## src/rtl/pcm_rom_sched.sv

```systemverilog
// Sample ROM access scheduler: arbitrates two PCM channels and a host readback onto
// one external ROM port with a fixed ADDR/WAIT/DATA access sequence.
module pcm_rom_sched #(
    parameter int ROM_WAIT = 1,
    parameter int HOST_MAX = 4
) (
    input  logic        CLK,
    input  logic        NRES,
    input  logic        A_REQ,
    input  logic [16:0] A_ADDR,
    output logic        A_ACK,
    output logic [7:0]  A_DATA,
    input  logic        B_REQ,
    input  logic [16:0] B_ADDR,
    output logic        B_ACK,
    output logic [7:0]  B_DATA,
    input  logic        H_REQ,
    input  logic [16:0] H_ADDR,
    output logic        H_ACK,
    output logic [7:0]  H_DATA,
    output logic [16:0] SA,
    output logic        NSOE,
    input  logic [7:0]  RAM,
    output logic        BUSY
);

    typedef enum logic [1:0] {StIdle, StAddr, StWait, StData} state_e;
    typedef enum logic [1:0] {GntA, GntB, GntH} grant_e;

    state_e      state_q, state_d;
    grant_e      grant_q, grant_d;
    logic [16:0] sa_q, sa_d;
    logic        nsoe_q, nsoe_d;
    logic        busy_q, busy_d;
    logic        a_ack_q, a_ack_d, b_ack_q, b_ack_d, h_ack_q, h_ack_d;
    logic [7:0]  a_data_q, a_data_d, b_data_q, b_data_d, h_data_q, h_data_d;
    logic        last_q, last_d;  // 1: channel B was served last
    logic [3:0]  hwait_q, hwait_d;
    logic [1:0]  wait_cnt_q, wait_cnt_d;

    logic a_elig, b_elig, h_elig, host_force, chan_grant, host_grant;

    // A requester whose ACK is showing this cycle is not yet asking again.
    assign a_elig     = A_REQ && !a_ack_q;
    assign b_elig     = B_REQ && !b_ack_q;
    assign h_elig     = H_REQ && !h_ack_q;
    assign host_force = h_elig && (hwait_q >= 4'(HOST_MAX));

    always_comb begin
        state_d    = state_q;
        grant_d    = grant_q;
        sa_d       = sa_q;
        nsoe_d     = nsoe_q;
        a_ack_d    = 1'b0;
        b_ack_d    = 1'b0;
        h_ack_d    = 1'b0;
        a_data_d   = a_data_q;
        b_data_d   = b_data_q;
        h_data_d   = h_data_q;
        last_d     = last_q;
        hwait_d    = hwait_q;
        wait_cnt_d = wait_cnt_q;
        chan_grant = 1'b0;
        host_grant = 1'b0;

        unique case (state_q)
            StIdle: begin
                if (host_force) begin
                    host_grant = 1'b1;
                    grant_d    = GntH;
                    sa_d       = H_ADDR;
                end else if (a_elig && (!b_elig || last_q)) begin
                    chan_grant = 1'b1;
                    grant_d    = GntA;
                    sa_d       = A_ADDR;
                    last_d     = 1'b0;
                end else if (b_elig) begin
                    chan_grant = 1'b1;
                    grant_d    = GntB;
                    sa_d       = B_ADDR;
                    last_d     = 1'b1;
                end else if (h_elig) begin
                    host_grant = 1'b1;
                    grant_d    = GntH;
                    sa_d       = H_ADDR;
                end
                if (chan_grant || host_grant) begin
                    state_d = StAddr;
                    nsoe_d  = 1'b0;
                end
            end
            StAddr: begin
                if (ROM_WAIT == 0) begin
                    state_d = StData;
                end else begin
                    state_d    = StWait;
                    wait_cnt_d = 2'(ROM_WAIT - 1);
                end
            end
            StWait: begin
                if (wait_cnt_q == 2'd0) begin
                    state_d = StData;
                end else begin
                    wait_cnt_d = wait_cnt_q - 2'd1;
                end
            end
            StData: begin
                state_d = StIdle;
                nsoe_d  = 1'b1;
                unique case (grant_q)
                    GntA: begin
                        a_ack_d  = 1'b1;
                        a_data_d = RAM;
                    end
                    GntB: begin
                        b_ack_d  = 1'b1;
                        b_data_d = RAM;
                    end
                    default: begin
                        h_ack_d  = 1'b1;
                        h_data_d = RAM;
                    end
                endcase
            end
            default: state_d = StIdle;
        endcase

        if (!H_REQ || host_grant) begin
            hwait_d = 4'd0;
        end else if (chan_grant && (hwait_q != 4'hF)) begin
            hwait_d = hwait_q + 4'd1;
        end

        busy_d = (state_d != StIdle);
    end

    always_ff @(posedge CLK or negedge NRES) begin
        if (!NRES) begin
            state_q    <= StIdle;
            grant_q    <= GntA;
            sa_q       <= 17'd0;
            nsoe_q     <= 1'b1;
            busy_q     <= 1'b0;
            a_ack_q    <= 1'b0;
            b_ack_q    <= 1'b0;
            h_ack_q    <= 1'b0;
            a_data_q   <= 8'h00;
            b_data_q   <= 8'h00;
            h_data_q   <= 8'h00;
            last_q     <= 1'b1;
            hwait_q    <= 4'd0;
            wait_cnt_q <= 2'd0;
        end else begin
            state_q    <= state_d;
            grant_q    <= grant_d;
            sa_q       <= sa_d;
            nsoe_q     <= nsoe_d;
            busy_q     <= busy_d;
            a_ack_q    <= a_ack_d;
            b_ack_q    <= b_ack_d;
            h_ack_q    <= h_ack_d;
            a_data_q   <= a_data_d;
            b_data_q   <= b_data_d;
            h_data_q   <= h_data_d;
            last_q     <= last_d;
            hwait_q    <= hwait_d;
            wait_cnt_q <= wait_cnt_d;
        end
    end

    assign SA     = sa_q;
    assign NSOE   = nsoe_q;
    assign BUSY   = busy_q;
    assign A_ACK  = a_ack_q;
    assign B_ACK  = b_ack_q;
    assign H_ACK  = h_ack_q;
    assign A_DATA = a_data_q;
    assign B_DATA = b_data_q;
    assign H_DATA = h_data_q;

endmodule

```

## config.mk

```make
export PLATFORM = sky130hd
export DESIGN_NAME = pcm_rom_sched
export DESIGN_NICKNAME = d
export VERILOG_FILES = /design/src/rtl/pcm_rom_sched.sv
export SDC_FILE = /design/constraint.sdc
export NUM_CORES = 1
export LEC_CHECK = 0
export CAP_MARGIN = 40
export CORE_MARGIN = 1.5
export CORE_UTILIZATION = 39
export DETAILED_ROUTE_END_ITERATION = 10
export PLACE_DENSITY = 0.76
export SYNTH_ARGS = -nofsm -noshare
export SYNTH_HDL_FRONTEND = slang
export SYNTH_SLANG_ARGS = --single-unit
export TNS_END_PERCENT = 5
```

## constraint.sdc

```tcl
create_clock -name CLK -period 1.56 [get_ports CLK]
set_input_delay 0.156 -clock CLK [delete_from_list [all_inputs] [get_ports CLK]]
set_output_delay 0.156 -clock CLK [all_outputs]
set_load 0.02 [all_outputs]
```

### Word level (Yosys, flattened, before mapping)

Index checks and enable logic that the tools add are counted.

| storage, ports and cells | value |
|---|---|
| bits in registers | 57 |
| bits of input ports | 64 |

| operators by class | value |
|---|---|
| magnitude comparators | 1 |
| add/subtract/negate cells | 2 |
| equal/unequal tests | 7 |
| bitwise gates (word level) | 2 |
| reduce and logical (&&, ||, !) cells | 31 |
| multiplexer cells | 36 |

Operators with widths:

| cell | count |
|---|---|
| 2-to-1 mux 17 bit | 4 |
| 2-to-1 mux 1 bit | 20 |
| 2-to-1 mux 2 bit | 7 |
| AND reduction 2 bit | 6 |
| nonzero test 2 bit | 5 |
| 2-to-1 mux 4 bit | 2 |
| case mux 2 bit (4 select lines) | 1 |
| logical AND 1 bit | 6 |
| logical NOT 2 bit | 3 |
| logical NOT 1 bit | 5 |
| adder 4 x 1 -> 4 bit (second input constant) | 1 |
| == test 2 x 1 -> 1 bit (second input constant) | 2 |
| == test 2 bit (second input constant) | 2 |
| greater-or-equal comparator 4 x 3 -> 1 bit (second input constant) | 1 |
| != test 2 bit (second input constant) | 2 |
| != test 4 bit (second input constant) | 1 |
| case mux 2 bit (2 select lines) | 1 |
| nonzero test 4 bit | 1 |
| logical OR 1 bit | 3 |
| AND reduction 3 bit | 1 |
| NOT 1 bit | 2 |
| case mux 1 bit (2 select lines) | 1 |
| OR reduction 2 bit | 1 |
| subtractor 2 x 1 -> 2 bit (second input constant) | 1 |

### Depth between registers and ports, before layout

| depth | value |
|---|---|
| word-level depth | 12 |
| mapped depth | 7 |

### Worst setup path before layout

OpenSTA, ideal clock, no wires.

| timing path | value |
|---|---|
| kind | register to register |
| start point | register state_q[0] |
| end point | register hwait_q[3] |
| arrival | 1.564 ns |
| cell stages (with the launch flop) | 7 |
| library setup time | 0.073 ns |
| slack | -0.077 ns |
| required time | 1.487 ns |
| period minus slack after synthesis | 1.637 ns |
| buffers on the path | 1 |
| cell sequence | dfrtp_1 inv_1 ha_1 buf_4 o221ai_4 or4_4 a21oi_2 |

| on the way | value |
|---|---|
| longest elaborated chain between the ends | 4 |
| elaborated cells on any way between the ends | 7 |
| classes of those cells | 3 x mux; 4 x reduce/logical |

Ends and longest elaborated chain:

| element | RTL line | text |
|---|---|---|
| from (decl) | 30 | `state_e state_q, state_d;` |
| from (signal assigned) | 139 | `state_q <= StIdle;` |
| from (signal assigned) | 154 | `state_q <= state_d;` |
| logical NOT 2 bit (*) | 66 | `unique case (state_q)` |
| 2-to-1 mux 1 bit | 66 |  |
| logical OR 1 bit or logical AND 1 bit (tied branches) | 128, 130 |  |
| 2-to-1 mux 4 bit or nonzero test 2 bit (tied branches) | n/a |  |
| to (signal assigned) | 166 | `hwait_q <= hwait_d;` |
| to (decl) | 38 | `logic [3:0] hwait_q, hwait_d;` |

Every way passes the cells marked *; elsewhere a longest branch is shown, timed or not.
A chain may end at the register's enable or synchronous reset.

### Final worst setup path

| timing path | value |
|---|---|
| start point | register a_ack_q (netlist: A_ACK) |
| end point | register sa_q[6] (netlist: SA[6]) |

| on the way | value |
|---|---|
| longest elaborated chain between the ends | 5 |
| elaborated cells on any way between the ends | 7 |
| classes of those cells | 2 x mux; 5 x reduce/logical |

Ends and longest elaborated chain:

| element | RTL line | text |
|---|---|---|
| from (decl) | 35 | `logic a_ack_q, a_ack_d, b_ack_q, b_ack_d, h_ack_q, h_ack_d;` |
| from (signal assigned) | 159 | `a_ack_q <= a_ack_d;` |
| logical NOT 1 bit (*) | 44 | `assign a_elig = A_REQ && !a_ack_q;` |
| logical AND 1 bit (*) | 44 |  |
| logical AND 1 bit (*) | 72 | `end else if (a_elig && (!b_elig \|\| last_q)) begin` |
| nonzero test 4 bit (no line) or 2-to-1 mux 17 bit (tied branches) | n/a |  |
| AND reduction 2 bit (no line) or 2-to-1 mux 17 bit (tied branches) | n/a |  |
| to (signal assigned) | 141 | `sa_q <= 17'd0;` |
| to (signal assigned) | 156 | `sa_q <= sa_d;` |
| to (decl) | 32 | `logic [16:0] sa_q, sa_d;` |

Marks and branches as above.

==> summary.txt <==
Run status
  – Outcome: finished with violations
  – Failing checks: setup timing

Worst setup path
  – Category of the most critical setup path: reg -> reg
  – CP arrival: 1.82 ns
  – R2r worst-path depth: 7
  – Critical path capture point type: flip-flop
  – Worst EP required: 1.78 ns
  – Element type at the critical path start: flip-flop
  – Peak fanout along the critical path: 11
  – R2R Setup Slk: -0.05 ns

Placed design
  – Final weighted congestion in routability-driven placement: around 0.80
  – Half-perimeter wire length after placement: 5.59 mm
  – Number of input and output port buffers inserted: roughly 110
  – Post-DP Area: between 4000 and 5000 um2

Synthesis
  – Mapped Cells: about 240
  – Number of library cell types mapped by synthesis: 42
  – Post-Synthesis Mean Instance Area: roughly 11 um2
  – Dominant register cell in the synthesized netlist: sky130_fd_sc_hd__dfrtp_1
  – Netlist area before placement: approximately 2800 um2
  – Synth async-reset ratio: 1.00
  – Register area share after synthesis: 0.512
  – Number of flops mapped to enable cells by yosys: 0
  – Flip-flop and latch count after synthesis: 57
  – Syn_nets: ~310
  – Total of warnings raised by yosys: 0

Timing
  – Fin crit period: between 1.5 and 2 ns
  – Worst slew margin relative to its limit: 0.708
  – RSZ-0062 raised after global routing: yes
  – Slew Viols, Final: 0
  – Hold violation count in the final report: 0
  – Setup TNS Final: -0.0784 ns
  – Final worst setup slack: -0.0488 ns
  – Worst setup skew after layout: 0.0111 ns
  – Tcrit/Tclk final: 1.03
  – Achievable clock frequency: around 620 MHz
  – Worst hold slack: between 0.2 and 0.3 ns
  – Final setup violation count: 2
  – Transition at the pin with the smallest max-transition slack: approximately 0.44 ns

Clock network
  – Clock tree from TritonCTS: built
  – CTS Buf Count: 9
  – Maximum root-to-sink buffer count: 2
  – Clock sink total: 57
  – Depth of the CTS H-tree: 3
  – Root Buffer Master: sky130_fd_sc_hd__clkbuf_8
  – Skew-Pair Late Insertion Delay: roughly 0.34 ns
  – Clock transition at the registers of the reported paths: roughly 0.08 ns

Global route
  – First-pass GRT wire length: approximately 12 mm
  – Final global-route overflow total: 0
  – Global-route usage over all layers: 0.208
  – Pin count of the biggest net entering global routing: 29
  – Vias in the first global route: about 2.6k
  – Initial antenna violation count: 0

Routing
  – Mean number of vias per cell: 5.15
  – 1st-iter DRT viols: 175
  – Total routed wirelength: approximately 8.1 mm
  – Iteration count of the initial detailed-routing pass: 4
  – Mean routed wirelength per cell: between 15 and 20 um
  – Count of vias placed by the detailed router: 2489
  – Detail Route Antenna Nets: 0
  – Residual DRC count: 0

Power and ir drop
  – Combinational Power Share: 0.553
  – Internal Dissipation: 5560 uW
  – Switching Share: 0.380
  – Design Power: approximately 9000 uW
  – Seq pwr share: 0.290
  – Pleak: approximately 0.002 uW
  – Relative contribution of the clock network to total power: 0.158
  – Power dissipated by switching net loads: approximately 3400 uW
  – Total power per unit cell area: approximately 1900 nW/um2
  – Worst VDD drop: about 0.0013 V

Floorplanning
  – Starting density of the core: 0.407
  – Horizontal die dimension: between 80 and 90 um
  – Die outline height: between 80 and 90 um
  – Row cnt: 30
  – Area of the core: between 6000 and 7000 um2
  – Die Outline Area: 7680 um2
  – Total I/O pin count: 110

Layout
  – Most common cell after layout, fill and taps aside: sky130_fd_sc_hd__clkdlybuf4s50_1
  – Nets@finish: about 450
  – Leading cell types in the layout, fill and taps excluded: 106 x sky130_fd_sc_hd__clkdlybuf4s50_1, 55 x sky130_fd_sc_hd__dfrtp_1, 24 x sky130_fd_sc_hd__nor3_1, 24 x sky130_fd_sc_hd__mux2_2, 21 x sky130_fd_sc_hd__nor2_1
  – Signed area change from the synthesized netlist to the final layout: 68.4%
  – Fraction of final layout cells with drive strength greater than 1: 0.307
  – Diode count: 0
  – Cell area after layout: approximately 4700 um2

Worst hold path
  – Worst hold path class: in -> async

Run
  – Number of max-cap violations: 0
==> worst paths after layout <==
check | start | endpoint
max in group asynchronous | NRES | last_q
worst max-delay path | A_ACK | SA[6]
worst min register to register | SA[10] | SA[10]
worst max register to register | A_ACK | SA[6]
worst min-delay path | NRES | SA[12]
min in group CLK | H_ADDR[14] | SA[14]
==> per-layer routing <==
layer  global-route usage  wire [um]  up-vias
li1                     -          -     1161
met1                0.233       3230     1216
met2                0.361       4080       98
met3               0.0613        667       14
met4                0.102        128        0
met5                    0          0        -
==> sequential cells by signal, summed over array words and instances, names as in the netlist <==
name and cells:
A_ACK 1, A_DATA 8, BUSY 1, B_ACK 1
B_DATA 8, H_ACK 1, H_DATA 8, NSOE 1
SA 17, grant_q 2, hwait_q 4, last_q 1
state_q 2, wait_cnt_q 2
==> synthesized netlist by cell type (2+ instances only) <==
master	n	area [um2]
sky130_fd_sc_hd__o41ai_1	7	61.3
sky130_fd_sc_hd__nor3_1	36	180
sky130_fd_sc_hd__nand3_1	2	10.0
sky130_fd_sc_hd__inv_1	8	30.0
sky130_fd_sc_hd__o41ai_2	10	163
sky130_fd_sc_hd__mux2_2	24	270
sky130_fd_sc_hd__o21ai_0	4	20.0
sky130_fd_sc_hd__ha_1	6	75.1
sky130_fd_sc_hd__a21boi_0	2	15.0
sky130_fd_sc_hd__buf_4	9	67.6
sky130_fd_sc_hd__a21oi_1	3	15.0
sky130_fd_sc_hd__a32o_1	2	20.0
sky130_fd_sc_hd__o21ai_2	2	17.5
sky130_fd_sc_hd__nor2_1	21	78.8
sky130_fd_sc_hd__a31oi_1	2	12.5
sky130_fd_sc_hd__dfrtp_1	55	1380
sky130_fd_sc_hd__nand2_1	20	75.1
sky130_fd_sc_hd__buf_2	3	15.0
sky130_fd_sc_hd__o21a_1	2	15.0
sky130_fd_sc_hd__dfstp_2	2	52.6
sky130_fd_sc_hd__nand2b_1	3	18.8
==> power by group through the flow <==
stage	combinational, uW	sequential [uW]	clock, uW
after global routing	5260	2680	1520
after detailed placement	4560	2590	0
after global placement	4450	2550	0
after CTS	4590	2590	1450
after floorplan	1690	3280	0
final	4950	2590	1410
==> metrics by stage <==
stage               utilization  std cells  setup WS, ns
global route              0.685        483       -0.0996
floorplan                     -        244       -0.0133
detailed placement        0.617        463        -0.289
CTS                       0.650        480       -0.0673
finish                    0.685        483       -0.0488
global placement          0.617        463        -0.182
==> cells by family after synthesis <==
group,after synthesis,share of synthesized area
multiplexers,25,0.100
buffers and inverters,21,0.0417
flip-flops,57,0.512
adder cells (fa/ha/maj),6,0.0269
AND/OR/NAND/NOR,95,0.170
AO/OA/AOI/OAI,40,0.149
==> worst max-delay path, cell delays in order, from the launching register on <==
cell	delay, ns
sky130_fd_sc_hd__dfrtp_1	0.38
sky130_fd_sc_hd__nor2b_1	0.14
sky130_fd_sc_hd__buf_4	0.19
sky130_fd_sc_hd__buf_4	0.13
sky130_fd_sc_hd__o21ai_4	0.07
sky130_fd_sc_hd__buf_12	0.15
sky130_fd_sc_hd__nor3_1	0.31
sky130_fd_sc_hd__o41ai_4	0.12
==> what timing repair did <==
| action | 4_1_cts | 5_1_grt |
|---|---|---|
| gates resized for setup | 4 | 31 |
| hold buffers | 1 | 0 |
| hold endpoints to repair | 14 | 0 |
| pin swaps | 1 | 7 |
| setup endpoints to repair | 29 | 31 |
| cloned | 0 | 1 |
| buffers inserted | 0 | 2 |
==> final cells by class <==
class / instances / area, um2
Fill cell: 519 / 2170
Multi-Input combinational cell: 166 / 1450
Sequential cell: 57 / 1430
Inverter: 8 / 30.0
Clock inverter: 7 / 78.8
Tap cell: 96 / 120
Timing Repair Buffer: 140 / 1470
Clock buffer: 9 / 124
(Power assumes the default switching activity.)
